[src/rtl/ps2_rx_frame_if.sv]
// PS/2 receiver bus: raw pin inputs, receive enable, and the decoded byte/strobe outputs.
// master = host side driving the pins, slave = the receiver.
interface ps2_rx_frame_if;
    logic       PS2C;
    logic       PS2D;
    logic       rx_en;
    logic [7:0] rx_data;
    logic       rx_valid;
    logic       parity_err;
    logic       frame_err;
    logic       busy;

    modport master (
        output PS2C, PS2D, rx_en,
        input  rx_data, rx_valid, parity_err, frame_err, busy
    );

    modport slave (
        input  PS2C, PS2D, rx_en,
        output rx_data, rx_valid, parity_err, frame_err, busy
    );
endinterface

[src/rtl/ps2_rx_frame.sv]
// PS/2 device-to-host receiver: synchronises and de-glitches PS2C/PS2D, frames 11-bit packets,
// checks odd parity and stop bit, and strobes each good byte for one cycle.
module ps2_rx_frame #(
    parameter int unsigned FILTER_LEN = 8,
    parameter int unsigned TIMEOUT    = 200000
) (
    input  logic           clk,
    input  logic           clr,
    ps2_rx_frame_if.slave  bus
);

    localparam int unsigned TW = $clog2(TIMEOUT + 1);
    localparam logic [TW-1:0] TO_MAX = TW'(TIMEOUT);

    typedef enum logic [1:0] {
        IDLE,
        DATA,
        PARITY,
        STOP
    } state_t;

    logic                  c_s1, c_s2, d_s1, d_s2;
    logic [FILTER_LEN-1:0] taps;
    logic                  filt_c, filt_next, fall_tick;

    state_t                state;
    logic [2:0]            bit_cnt;
    logic [7:0]            shreg;
    logic                  par_bit;
    logic [TW-1:0]         to_cnt;
    logic [7:0]            rx_data;
    logic                  rx_valid, parity_err, frame_err, busy;

    // Filtered clock only moves when every tap agrees; mixed taps hold the previous level.
    always_comb begin
        filt_next = filt_c;
        if (taps == '0)
            filt_next = 1'b0;
        else if (taps == '1)
            filt_next = 1'b1;
    end

    always_ff @(posedge clk or negedge clr) begin
        if (!clr) begin
            c_s1      <= 1'b1;
            c_s2      <= 1'b1;
            d_s1      <= 1'b1;
            d_s2      <= 1'b1;
            taps      <= '1;
            filt_c    <= 1'b1;
            fall_tick <= 1'b0;
        end else begin
            c_s1      <= bus.PS2C;
            c_s2      <= c_s1;
            d_s1      <= bus.PS2D;
            d_s2      <= d_s1;
            taps      <= {taps[FILTER_LEN-2:0], c_s2};
            filt_c    <= filt_next;
            fall_tick <= filt_c & ~filt_next;
        end
    end

    always_ff @(posedge clk or negedge clr) begin
        if (!clr) begin
            state      <= IDLE;
            bit_cnt    <= '0;
            shreg      <= '0;
            par_bit    <= 1'b0;
            to_cnt     <= '0;
            rx_data    <= '0;
            rx_valid   <= 1'b0;
            parity_err <= 1'b0;
            frame_err  <= 1'b0;
            busy       <= 1'b0;
        end else begin
            rx_valid   <= 1'b0;
            parity_err <= 1'b0;
            frame_err  <= 1'b0;

            if (state == IDLE || fall_tick)
                to_cnt <= '0;
            else if (to_cnt != TO_MAX)
                to_cnt <= to_cnt + 1'b1;

            // A stalled device clock abandons the partial frame before any edge is considered.
            if (state != IDLE && to_cnt == TO_MAX) begin
                frame_err <= 1'b1;
                state     <= IDLE;
                busy      <= 1'b0;
            end else if (fall_tick) begin
                case (state)
                    IDLE: begin
                        if (!d_s2 && bus.rx_en) begin
                            state   <= DATA;
                            bit_cnt <= '0;
                            busy    <= 1'b1;
                        end
                    end
                    DATA: begin
                        shreg   <= {d_s2, shreg[7:1]};
                        bit_cnt <= bit_cnt + 1'b1;
                        if (bit_cnt == 3'd7)
                            state <= PARITY;
                    end
                    PARITY: begin
                        par_bit <= d_s2;
                        state   <= STOP;
                    end
                    STOP: begin
                        state <= IDLE;
                        busy  <= 1'b0;
                        if (!d_s2)
                            frame_err <= 1'b1;
                        else if (^{shreg, par_bit}) begin
                            rx_data  <= shreg;
                            rx_valid <= 1'b1;
                        end else
                            parity_err <= 1'b1;
                    end
                    default: state <= IDLE;
                endcase
            end
        end
    end

    assign bus.rx_data    = rx_data;
    assign bus.rx_valid   = rx_valid;
    assign bus.parity_err = parity_err;
    assign bus.frame_err  = frame_err;
    assign bus.busy       = busy;

endmodule

[src/flat_wrapper.sv]
// flat-port wrapper written by rule: the top's interface ports become plain ports
module ps2_rx_frame_flat 
#(
    parameter int unsigned FILTER_LEN = 8,
    parameter int unsigned TIMEOUT    = 200000
)
  (clk, clr, bus_PS2C, bus_PS2D, bus_rx_en, bus_rx_data, bus_rx_valid, bus_parity_err, bus_frame_err, bus_busy);
  ps2_rx_frame_if bus_i ();
  input  logic clk;
  input  logic clr;
  input wire logic [$bits(bus_i.PS2C)-1:0] bus_PS2C;
  input wire logic [$bits(bus_i.PS2D)-1:0] bus_PS2D;
  input wire logic [$bits(bus_i.rx_en)-1:0] bus_rx_en;
  output wire logic [$bits(bus_i.rx_data)-1:0] bus_rx_data;
  output wire logic [$bits(bus_i.rx_valid)-1:0] bus_rx_valid;
  output wire logic [$bits(bus_i.parity_err)-1:0] bus_parity_err;
  output wire logic [$bits(bus_i.frame_err)-1:0] bus_frame_err;
  output wire logic [$bits(bus_i.busy)-1:0] bus_busy;
  assign bus_i.PS2C = bus_PS2C;
  assign bus_i.PS2D = bus_PS2D;
  assign bus_i.rx_en = bus_rx_en;
  assign bus_rx_data = bus_i.rx_data;
  assign bus_rx_valid = bus_i.rx_valid;
  assign bus_parity_err = bus_i.parity_err;
  assign bus_frame_err = bus_i.frame_err;
  assign bus_busy = bus_i.busy;
  ps2_rx_frame #(.FILTER_LEN(FILTER_LEN), .TIMEOUT(TIMEOUT)) u_core (.clk(clk), .clr(clr), .bus(bus_i));
endmodule
[config.mk]
export PLATFORM = sky130hd
export DESIGN_NAME = ps2_rx_frame_flat
export DESIGN_NICKNAME = d
export VERILOG_FILES = /design/src/rtl/ps2_rx_frame_if.sv /design/src/rtl/ps2_rx_frame.sv /design/src/flat_wrapper.sv
export SDC_FILE = /design/constraint.sdc
export NUM_CORES = 1
export LEC_CHECK = 0
export ABC_AREA = 1
export BUFFER_PORTS_ARGS = -buffer_cell sky130_fd_sc_hd__buf_2
export CAP_MARGIN = 20
export CORE_AREA = 2 2 69 71
export CTS_BUF_LIST = sky130_fd_sc_hd__clkbuf_4
export DETAILED_ROUTE_END_ITERATION = 10
export DIE_AREA = 0 0 71 73
export PLACE_DENSITY = 0.83
export SLEW_MARGIN = 30
export SYNTH_ARGS = -nofsm -noshare
export SYNTH_HDL_FRONTEND = slang
export SYNTH_SLANG_ARGS = --single-unit
[constraint.sdc]
create_clock -name clk -period 2.33 [get_ports clk]
set_input_delay 0 -clock clk [delete_from_list [all_inputs] [get_ports clk]]
set_output_delay 0 -clock clk [all_outputs]
set_load 0.01 [all_outputs]
After elaboration in Yosys (flattened, before gate mapping)
Index checks and enable logic that the tools add are counted.
{"block": "totals", "input_bits": 5, "register_bits": 58, "word_cells": 79}
{"block": "op_classes", "addsub": 2, "mux": 29, "reduce_logical": 18, "n_bitwise": 3, "n_eq_ne": 10}
{"operator": "two-way mux 18 bit", "count": 2}
{"operator": "two-way mux 1 bit", "count": 19}
{"operator": "adder 18 x 1 -> 18 bit, second input constant", "count": 1}
{"operator": "equality test 18 bit, second input constant", "count": 1}
{"operator": "inequality test 18 bit, second input constant", "count": 1}
{"operator": "AND reduction 3 bit", "count": 4}
{"operator": "XOR reduction 9 bit", "count": 1}
{"operator": "equality test 8 bit, second input constant", "count": 1}
{"operator": "zero test 8 bit", "count": 1}
{"operator": "two-way mux 2 bit", "count": 4}
{"operator": "one-hot mux 2 bit (4 select lines)", "count": 1}
{"operator": "nonzero test 2 bit", "count": 4}
{"operator": "one-hot mux 3 bit (2 select lines)", "count": 1}
{"operator": "AND reduction 5 bit", "count": 1}
{"operator": "equality test 2 bit, second input constant", "count": 2}
{"operator": "AND reduction 4 bit", "count": 1}
{"operator": "adder 3 x 1 -> 3 bit, second input constant", "count": 1}
{"operator": "equality test 3 bit, second input constant", "count": 1}
{"operator": "two-way mux 3 bit", "count": 1}
{"operator": "inequality test 3 x 1 -> 1 bit, second input constant", "count": 1}
{"operator": "inequality test 3 bit, second input constant", "count": 1}
{"operator": "nonzero test 3 bit", "count": 1}
{"operator": "equality test 2 x 1 -> 1 bit, second input constant", "count": 1}
{"operator": "logical AND 1 bit", "count": 2}
{"operator": "other kinds (7)", "count": 8}

Logic depth before layout (Yosys ltp)
Gate-level depths: netlist of the first run.
{"block": "logic_depth", "ltp_word": 6, "ltp_mapped": 12, "ltp_nobuf": 12}

Worst setup path before layout of the first run
Ideal clock, no wire load.
{"block": "synth_timing", "kind": "register -> register", "startpoint": "register u_core.to_cnt[0]", "endpoint": "register u_core.to_cnt[16]", "required_time_ns": 2.252, "arrival_ns": 1.383, "path_stages_with_launch": 9, "path_buffers": 0, "slack_ns": 0.869, "setup_time_ns": 0.078, "path_cell_list": "dfrtp_1 > ha_1 > nand2_2 > nor2_4 > nand3_4 > nor3_4 > nand2_2 > or2_0 > a21oi_1"}
{"block": "synth_via", "elab_chain_cells": 3, "word_cells_on_any_way": 5}
{"element": "start: declaration", "line": "ps2_rx_frame.sv:30", "text": "logic [TW-1:0] to_cnt;"}
{"element": "start signal: assignment", "line": "ps2_rx_frame.sv:83", "text": "to_cnt <= to_cnt + 1'b1;"}
{"element": "adder 18 x 1 -> 18 bit", "line": "ps2_rx_frame.sv:83"}
{"element": "two-way mux 18 bit", "line": "ps2_rx_frame.sv:82", "text": "else if (to_cnt != TO_MAX)"}
{"element": "two-way mux 18 bit", "line": "ps2_rx_frame.sv:80", "text": "if (state == IDLE || fall_tick)"}
Several ways; a longest one is shown, not always the timed one. The select of a mux whose other input is x is not followed.
A chain may end at the register's enable or synchronous reset.

Worst setup path in the final report of the first run
{"block": "layout_timing", "startpoint": "register u_core.state[0]", "endpoint": "register u_core.to_cnt[13]"}
{"block": "layout_via", "elab_chain_cells": 3, "word_cells_on_any_way": 4}
{"element": "start: declaration", "line": "ps2_rx_frame.sv:26", "text": "state_t state;"}
{"element": "start signal: assignment", "line": "ps2_rx_frame.sv:65", "text": "state <= IDLE;"}
{"element": "start signal: assignment", "line": "ps2_rx_frame.sv:88", "text": "state <= IDLE;"}
{"element": "start signal: assignment", "line": "ps2_rx_frame.sv:94", "text": "state <= DATA;"}
{"element": "zero test 2 bit *", "line": "ps2_rx_frame.sv:80"}
{"element": "logical OR 1 bit *", "line": "ps2_rx_frame.sv:80"}
{"element": "two-way mux 18 bit / nonzero test 2 bit (equally long branches)"}
Every way passes the cells marked *; elsewhere a longest branch is shown, timed or not.

==> run_results.csv, run 1 <==
group,metric,value,unit
clocking,cts_tree,"yes",
critical_path,worst_r2r_path_depth,5,
clocking,cts_inserted_buffers,9,
detailed_routing,post_drt_via_cell_ratio,5.237,
logic_synthesis,synth_top_cell_area_share,40.07,%
logic_synthesis,synth-seq-area-share,52.23,%
sta,max_slew.worst_pin.slew,0.6967,ns
global_routing,grt_pass1_vias,2099,
floorplanning,fp.dieArea,0.005183,mm²
critical_path,cp-endpoint,"u_core.to_cnt[13]$_DFFE_PN0P_",
logic_synthesis,synth-seq-cells,58,
logic_synthesis,synth_area_per_cell,8.647,µm²
placed_design,place_congestion,0.8184,
logic_synthesis,number_of_enable_flip_flop_cells_after_synthesis,0,
critical_path,critPathArrivalTime,2.05,ns
critical_path,worstSetupPathType,"reg -> reg",
pwr,clock_power_share,25.9,%
detailed_routing,drt_first_pass_iters,4,
global_routing,grt.overflow.total,0,
critical_path,critPathRequiredTime,2.64,ns
pwr,p_sw_share,33.61,%
sta,final.period_utilization,74.46,%
floorplanning,rows,25,
sta,timing_hold_violations_final,0,
logic_synthesis,synthDominantAreaCellType,"sky130_fd_sc_hd__dfrtp_1",
floorplanning,core-area,0.004536,mm²
cells_and_area,post_layout_net_count,368,
logic_synthesis,ys_top_cells_by_area,"sky130_fd_sc_hd__dfrtp_1, sky130_fd_sc_hd__dfstp_2, sky130_fd_sc_hd__nand2_1",
pwr,seq_power_share,51.6,%
clocking,clock_sink_count,58,
clocking,cts_root_buf,"sky130_fd_sc_hd__clkbuf_4",
sta,finalSetupTns,0,ns
detailed_routing,post-route-drc-count,0,
logic_synthesis,synthesized_instance_count,325,
clocking,cts.repair.resized,0,
critical_path,crit_path_start,"u_core.state[0]$_DFFE_PN0P_",
hold_path,hold_path_startpoint,"bus_rx_en",
placed_design,dpl.hpwl,3474,µm
cells_and_area,flow.area_growth_from_synthesis,9.840,%
sta,final.setup_skew,0.01754,ns
critical_path,reg2reg_from,"u_core.state[0]$_DFFE_PN0P_",
detailed_routing,first_iter_violations,149,
cells_and_area,share_of_post_route_cells_with_drive_strength_above_1,18.94,%
placed_design,place_area,0.002952,mm²
global_routing,grt_first_pass_wirelength,8866,µm
floorplanning,die-height,73,µm
logic_synthesis,netlist_top_cells_count,"sky130_fd_sc_hd__nand2_1, sky130_fd_sc_hd__dfrtp_1, sky130_fd_sc_hd__inv_1",
critical_path,startpoint_type,"flop",
logic_synthesis,post_synth_num_cell_types,32,
detailed_routing,dr_total_vias,2163,
critical_path,internal_reg_to_reg_setup_slack,0.60,ns
pwr,power_per_cell_area,723.9,mW/mm²
clocking,clk_path_buf_depth,2,
detailed_routing,average_routed_wire_per_standard_cell,12.01,µm
logic_synthesis,ys_warn_count,0,
critical_path,worst-path-max-fanout,8,
sta,achievable_frequency,0.5764,GHz
floorplanning,die_w,71,µm
cells_and_area,finalInstanceArea,0.003087,mm²
logic_synthesis,synth_top_flop_cell,"sky130_fd_sc_hd__dfrtp_1",
floorplanning,top_level_ports,17,
detailed_routing,ant_nets,0,
logic_synthesis,syn_nets,339,
sta,setup-violations-final,0,
detailed_routing,drt-total-wl,4961,µm
cells_and_area,insertedDiodeCount,0,
job,max-cap-violations,0,
pwr,p_leak,1.604,nW
logic_synthesis,synthArstFlopShare,100.0,%
critical_path,timing.rr.end,"u_core.to_cnt[13]$_DFFE_PN0P_",
hold_path,worst_min_delay_path_class,"in -> reg",
pwr,comb_power_share,22.5,%
pwr,cell_internal_pwr,0.001483,W
sta,remaining_max_slew_budget_at_the_tightest_pin,53.55,%
logic_synthesis,synth_most_common_cell,"sky130_fd_sc_hd__nand2_1",
clocking,clock_latency_at_the_later_pin_of_the_worst_skew_pair,0.41,ns
sta,period_minus_slack,1.735,ns
pwr,ir_drop,0.5509,mV
status,run_status,"complete, no violations",
floorplanning,initial_utilization,61.96,%
sta,unrepaired_setup_endpoints_after_global_routing,"no",
sta,timing.final.max_slew_violations,0,
placed_design,io_buffers,16,
clocking,worst_setup_hold_path_clk_slew,0.10,ns
pwr,power_switching,0.0007511,W
global_routing,groute.usage.overall,22.26,%
global_routing,grt_start_max_net_pins,59,
logic_synthesis,syn-cell-area,0.002810,mm²
global_routing,initial_antenna_violation_count,0,
clocking,htree_levels,3,
clocking,cts.repair_timing.setup_buffer_count,0,
critical_path,element_type_at_the_critical_path_end,"flop",
==> cells by family after synthesis <==
| kind of cell | after synthesis | share of synthesized area [%] |
|---|---|---|
| compound gates | 36 | 6.724 |
| flops | 58 | 52.23 |
| simple gates | 168 | 28.85 |
| buf+inv | 51 | 7.258 |
| xor+xnor | 3 | 0.9352 |
| fa+ha+maj | 9 | 4.007 |
==> cells in the final DEF (no fill, tap or decap), drive strengths merged, types with 9 or more instances in the layout <==
cell type  Yosys  final
ha             9      9
buf            3     18
clkbuf         0     11
nand3         31     31
inv           48     48
nor2          28     28
nand2         95     95
dfstp         13     13
dfrtp         45     45
a21oi         14     14
o21ai         18     18
==> how the worst min path moves through the flow <==
stage | slack [ns] | to | cells past startpoint
global placement | 0.11 | u_core.d_s1$_DFF_PN1_ | 1
CTS | 0.02 | u_core.bus.busy$_DFFE_PN0P_ | 6
global route | 0.06 | u_core.bus.busy$_DFFE_PN0P_ | 6
floorplan | -0.30 | u_core.bit_cnt[0]$_DFFE_PN0P_ | 0
finish | 0.04 | u_core.bus.busy$_DFFE_PN0P_ | 6
detailed placement | 0.11 | u_core.d_s1$_DFF_PN1_ | 1
==> power groups by stage <==
| stage | Sequential (W) | Clock (W) | Combinational [W] |
|---|---|---|---|
| 6_report | 0.00115 | 0.000578 | 0.000503 |
| 4_1_cts | 0.00115 | 0.000606 | 0.000503 |
| 3_3_place_gp | 0.00116 | 0 | 0.000471 |
| 3_5_place_dp | 0.00117 | 0 | 0.000497 |
| 2_1_floorplan | 0.00116 | 0 | 0.000367 |
| 5_1_grt | 0.00116 | 0.000650 | 0.000581 |
==> metal layers <==
metal	wire (µm)	GRT usage (%)	share of wire, %	up-vias
met4	61	7.757	1.2	0
met2	2437	37.49	49	45
li1	-	-	-	1092
met5	0	0	0	-
met3	259	9.116	5.2	8
met1	2203	25.89	44	1018
==> state kept, by name, indices dropped and copies added, names as in the netlist, 2 cells and up <==
register,flops
u_core.to_cnt,18
u_core.bus.rx_data,8
u_core.shreg,8
u_core.taps,8
u_core.bit_cnt,3
u_core.state,2
==> worst max-delay path: stages (launching register included) <==
cell and delay [ns]:
sky130_fd_sc_hd__dfrtp_1 0.41, sky130_fd_sc_hd__inv_1 0.10, sky130_fd_sc_hd__ha_1 0.26, sky130_fd_sc_hd__nor2_1 0.40
sky130_fd_sc_hd__inv_1 0.25, sky130_fd_sc_hd__nor3_1 0.24
==> what timing repair did <==
item | CTS | global route
setup endpoints to repair | 0 | 0
hold buffers | 3 | 0
hold endpoints to repair | 47 | 0
==> stage by stage <==
stage          util (%)  instances  total power, W  hold WS [ns]  setup slack (ns)
2_1_floorplan         -        325        0.001523       -0.2956            0.8693
3_3_place_gp      65.08        394        0.001636        0.1055            0.7020
3_5_place_dp      65.08        394        0.001667        0.1070            0.6302
4_1_cts           68.06        413        0.002261       0.02035            0.6097
5_1_grt           68.06        413        0.002394       0.06096            0.4548
6_report          68.06        413        0.002235       0.03876            0.5951
==> layout make-up <==
type	instances	area (µm²)
Clock buffer	11	82.58
Clock inverter	5	22.52
Fill cell	364	1449
Inverter	48	182.7
Multi-Input combinational cell	216	1139
Sequential cell	58	1468
Tap cell	54	67.56
Timing Repair Buffer	21	125.1
Power figures use the tool's default switching activity.
==> run 2, diff against run 1 <==
--- a/config.mk
+++ b/config.mk
@@ -5,14 +5,14 @@
 export SDC_FILE = /design/constraint.sdc
 export NUM_CORES = 1
 export LEC_CHECK = 0
-export ABC_AREA = 1
+export ABC_AREA = 0
 export BUFFER_PORTS_ARGS = -buffer_cell sky130_fd_sc_hd__buf_2
 export CAP_MARGIN = 20
 export CORE_AREA = 2 2 69 71
 export CTS_BUF_LIST = sky130_fd_sc_hd__clkbuf_4
 export DETAILED_ROUTE_END_ITERATION = 10
 export DIE_AREA = 0 0 71 73
-export PLACE_DENSITY = 0.83
+export PLACE_DENSITY = 0.78
 export SLEW_MARGIN = 30
 export SYNTH_ARGS = -nofsm -noshare
 export SYNTH_HDL_FRONTEND = slang
==> constraint.sdc (replaced) <==
create_clock -name clk -period 1.8 [get_ports clk]
set_input_delay 0 -clock clk [delete_from_list [all_inputs] [get_ports clk]]
set_output_delay 0 -clock clk [all_outputs]
set_load 0.01 [all_outputs]
==> run 2 against run 1 <==
Compared with the run above: critical path depth is 2 higher; the flow now finishes with violations (negative setup slack); cell count fell by 15%; non-clock buffer count rose by 47; critical path type unchanged; synthesized cell count is 32% lower.
==> run_results.csv, run 2 <==
group,metric,value,unit
placed_design,dpl.hpwl,3457,µm
clocking,clk_path_buf_depth,2,
logic_synthesis,synth-seq-area-share,55.80,%
logic_synthesis,ys_top_cells_by_area,"sky130_fd_sc_hd__dfrtp_1, sky130_fd_sc_hd__dfstp_2, sky130_fd_sc_hd__mux2_2",
cells_and_area,share_of_post_route_cells_with_drive_strength_above_1,44.15,%
floorplanning,top_level_ports,17,
sta,unrepaired_setup_endpoints_after_global_routing,"yes",
critical_path,slowest_stage,"sky130_fd_sc_hd__or3_4",
global_routing,grt_pass1_vias,1968,
cells_and_area,fillCellCount,295,
critical_path,reg2reg_from,"u_core.to_cnt[1]$_DFFE_PN0P_",
detailed_routing,drt-total-wl,6083,µm
floorplanning,die-height,73,µm
hold_path,hold_path_startpoint,"bus_rx_en",
placed_design,place_congestion,0.7755,
clocking,htree_levels,3,
critical_path,internal_reg_to_reg_setup_slack,-0.23,ns
sta,setup_slack,-0.2312,ns
sta,timing.final.max_slew_violations,0,
critical_path,critical_path.max_stage_delay,0.43,ns
logic_synthesis,synthDominantAreaCellType,"sky130_fd_sc_hd__dfrtp_1",
critical_path,startpoint_type,"flop",
sta,final.period_utilization,112.8,%
floorplanning,initial_utilization,57.99,%
logic_synthesis,synthesized_instance_count,222,
logic_synthesis,synth_top_flop_cell,"sky130_fd_sc_hd__dfrtp_1",
global_routing,initial_antenna_violation_count,0,
logic_synthesis,syn_nets,236,
logic_synthesis,syn-cell-area,0.002630,mm²
sta,achievable_frequency,0.4923,GHz
logic_synthesis,synthArstFlopShare,100.0,%
sta,final.setup_skew,0.01575,ns
critical_path,timing.rr.end,"u_core.shreg[1]$_DFFE_PN0P_",
logic_synthesis,synth-seq-cells,58,
cells_and_area,insertedDiodeCount,0,
detailed_routing,post_drt_via_cell_ratio,5.569,
status,failed_checks,"negative setup slack",
cells_and_area,largest_register_ff_count,18,
floorplanning,die_w,71,µm
clocking,cts_tree,"yes",
floorplanning,rows,25,
global_routing,grt_start_max_net_pins,35,
detailed_routing,ant_nets,0,
logic_synthesis,synth_top_cell_area_share,42.82,%
sta,max_slew.worst_pin.slew,0.6075,ns
critical_path,element_type_at_the_critical_path_end,"flop",
hold_path,hold-path-endpoint,"u_core.bus.busy$_DFFE_PN0P_",
clocking,worst_setup_hold_path_clk_slew,0.10,ns
job,max-cap-violations,0,
sta,setup-violations-final,24,
critical_path,worstSetupPathType,"reg -> reg",
pwr,power_per_cell_area,659.9,mW/mm²
cells_and_area,mostFrequentLayoutCell,"sky130_fd_sc_hd__dfrtp_1",
hold_path,worst_min_delay_path_class,"in -> reg",
clocking,cts_inserted_buffers,9,
detailed_routing,post-route-drc-count,0,
logic_synthesis,post_synth_num_cell_types,40,
status,run_status,"finished with violations",
cells_and_area,final_cells,353,
cells_and_area,finalInstanceArea,0.003473,mm²
critical_path,critPathRequiredTime,2.09,ns
sta,timing_hold_violations_final,0,
pwr,ir_drop,0.5417,mV
placed_design,io_buffers,16,
cells_and_area,flow.area_growth_from_synthesis,32.06,%
logic_synthesis,netlist_top_cells_count,"sky130_fd_sc_hd__dfrtp_1, sky130_fd_sc_hd__nor2_1, sky130_fd_sc_hd__mux2_2",
clocking,clock_latency_at_the_later_pin_of_the_worst_skew_pair,0.40,ns
pwr,p_leak,1.669,nW
floorplanning,core-area,0.004536,mm²
critical_path,cp_num_buf_inv,1,
placed_design,numPlacedInstances,322,
detailed_routing,dr_total_vias,1966,
clocking,clock_sink_count,58,
critical_path,crit_path_cells,"inv_2 -> ha_4 -> nor4b_4 -> nand4_1 -> or3_4 -> nand2_8 -> mux2_4",
logic_synthesis,ys_warn_count,0,
critical_path,timing.critical_path.max_delay_family,"simple AND/OR/NAND/NOR gates",
global_routing,grt.overflow.total,0,
detailed_routing,first_iter_violations,145,
logic_synthesis,number_of_enable_flip_flop_cells_after_synthesis,0,
sta,remaining_max_slew_budget_at_the_tightest_pin,59.50,%
critical_path,worst-path-max-fanout,8,
global_routing,grt_first_pass_wirelength,9549,µm
pwr,fin_total_pwr,0.002292,W
logic_synthesis,synth_area_per_cell,11.85,µm²
hold_path,hold_path_depth,4,
cells_and_area,post_layout_net_count,308,
floorplanning,fp.dieArea,0.005183,mm²
sta,period_minus_slack,2.031,ns
cells_and_area,largest_register,"u_core.to_cnt",
global_routing,groute.usage.overall,24.87,%
critical_path,worst_r2r_path_depth,7,
placed_design,place_area,0.003122,mm²
logic_synthesis,synth_most_common_cell,"sky130_fd_sc_hd__dfrtp_1",
cells_and_area,layout.cells.most_common_list,"sky130_fd_sc_hd__dfrtp_1, sky130_fd_sc_hd__buf_4, sky130_fd_sc_hd__nor2_1",
critical_path,critPathArrivalTime,2.32,ns
detailed_routing,average_routed_wire_per_standard_cell,17.23,µm
detailed_routing,drt_first_pass_iters,4,
clocking,cts_root_buf,"sky130_fd_sc_hd__clkbuf_4",
[run 2: layout make-up]
| type | count | area (µm²) | area share [%] |
|---|---|---|---|
| timing repair buffer | 68 | 518.0 | 14.91 |
| inverter | 7 | 26.28 | 0.7565 |
| tap | 54 | 67.56 | 1.945 |
| multi-input combinational | 150 | 1266 | 36.46 |
| clock buffer | 9 | 67.56 | 1.945 |
| clock inverter | 7 | 60.06 | 1.729 |
| sequential | 58 | 1468 | 42.26 |
[run 2: how the worst max path moves through the flow]
stage	to	cells after the start	slack, ns	startpoint
4_1_cts	u_core.bus.rx_data[5]$_DFFE_PN0P_	5	-0.14	u_core.shreg[4]$_DFFE_PN0P_
3_5_place_dp	u_core.shreg[1]$_DFFE_PN0P_	7	-0.20	u_core.to_cnt[0]$_DFFE_PN0P_
2_1_floorplan	u_core.shreg[0]$_DFFE_PN0P_	8	-0.22	u_core.to_cnt[0]$_DFFE_PN0P_
6_report	u_core.shreg[1]$_DFFE_PN0P_	7	-0.23	u_core.to_cnt[1]$_DFFE_PN0P_
5_1_grt	u_core.shreg[1]$_DFFE_PN0P_	7	-0.28	u_core.to_cnt[1]$_DFFE_PN0P_
3_3_place_gp	u_core.shreg[4]$_DFFE_PN0P_	7	-0.15	u_core.to_cnt[0]$_DFFE_PN0P_
[run 2: per-layer routing]
layer	wire (µm)	vias up	track usage, %	part of all wire (%)
met5	0	-	0	0
met4	144	0	11.74	2.4
met3	220	15	6.492	3.6
met2	3080	52	40.81	51
met1	2638	983	30.96	43
li1	-	916	-	-
[run 2: tightest hold or removal path: stages]
cell	delay, ns
sky130_fd_sc_hd__buf_2	0.11
sky130_fd_sc_hd__nor2b_1	0.14
sky130_fd_sc_hd__nand3_1	0.09
sky130_fd_sc_hd__o2bb2ai_1	0.08
[run 2: what timing repair did]
item / 4_1_cts / 5_1_grt
buffers inserted: 11 / 3
pin swaps: 10 / 7
hold buffers: 3 / 0
setup endpoints to repair: 24 / 29
hold endpoints to repair: 31 / 0
resized for setup: 13 / 10
[run 2: stage by stage]
stage / setup slack, ns / util (%) / setup TNS [ns] / hold WS (ns)
2_1_floorplan: -0.2158 / - / -2.181 / -0.2956
4_1_cts: -0.1365 / 75.23 / -1.523 / 0.02481
5_1_grt: -0.2817 / 76.58 / -5.477 / 0.04039
3_5_place_dp: -0.2040 / 68.83 / -2.826 / 0.02857
3_3_place_gp: -0.1480 / 68.83 / -1.765 / 0.01769
6_report: -0.2312 / 76.58 / -3.832 / 0.05611
[run 2: cells by family after synthesis]
group / count (synthesis) / synth area share (%)
buf+inv: 14 / 2.046
compound gates: 22 / 5.709
mux: 19 / 8.087
simple gates: 78 / 15.94
flops: 58 / 55.80
fa+ha+maj: 9 / 4.282
xor+xnor: 22 / 8.135
[run 2: where the power goes]
part           internal, W  switching, W
logic            0.0000207     0.0000385
clock network     0.000407      0.000483
registers          0.00133     0.0000113
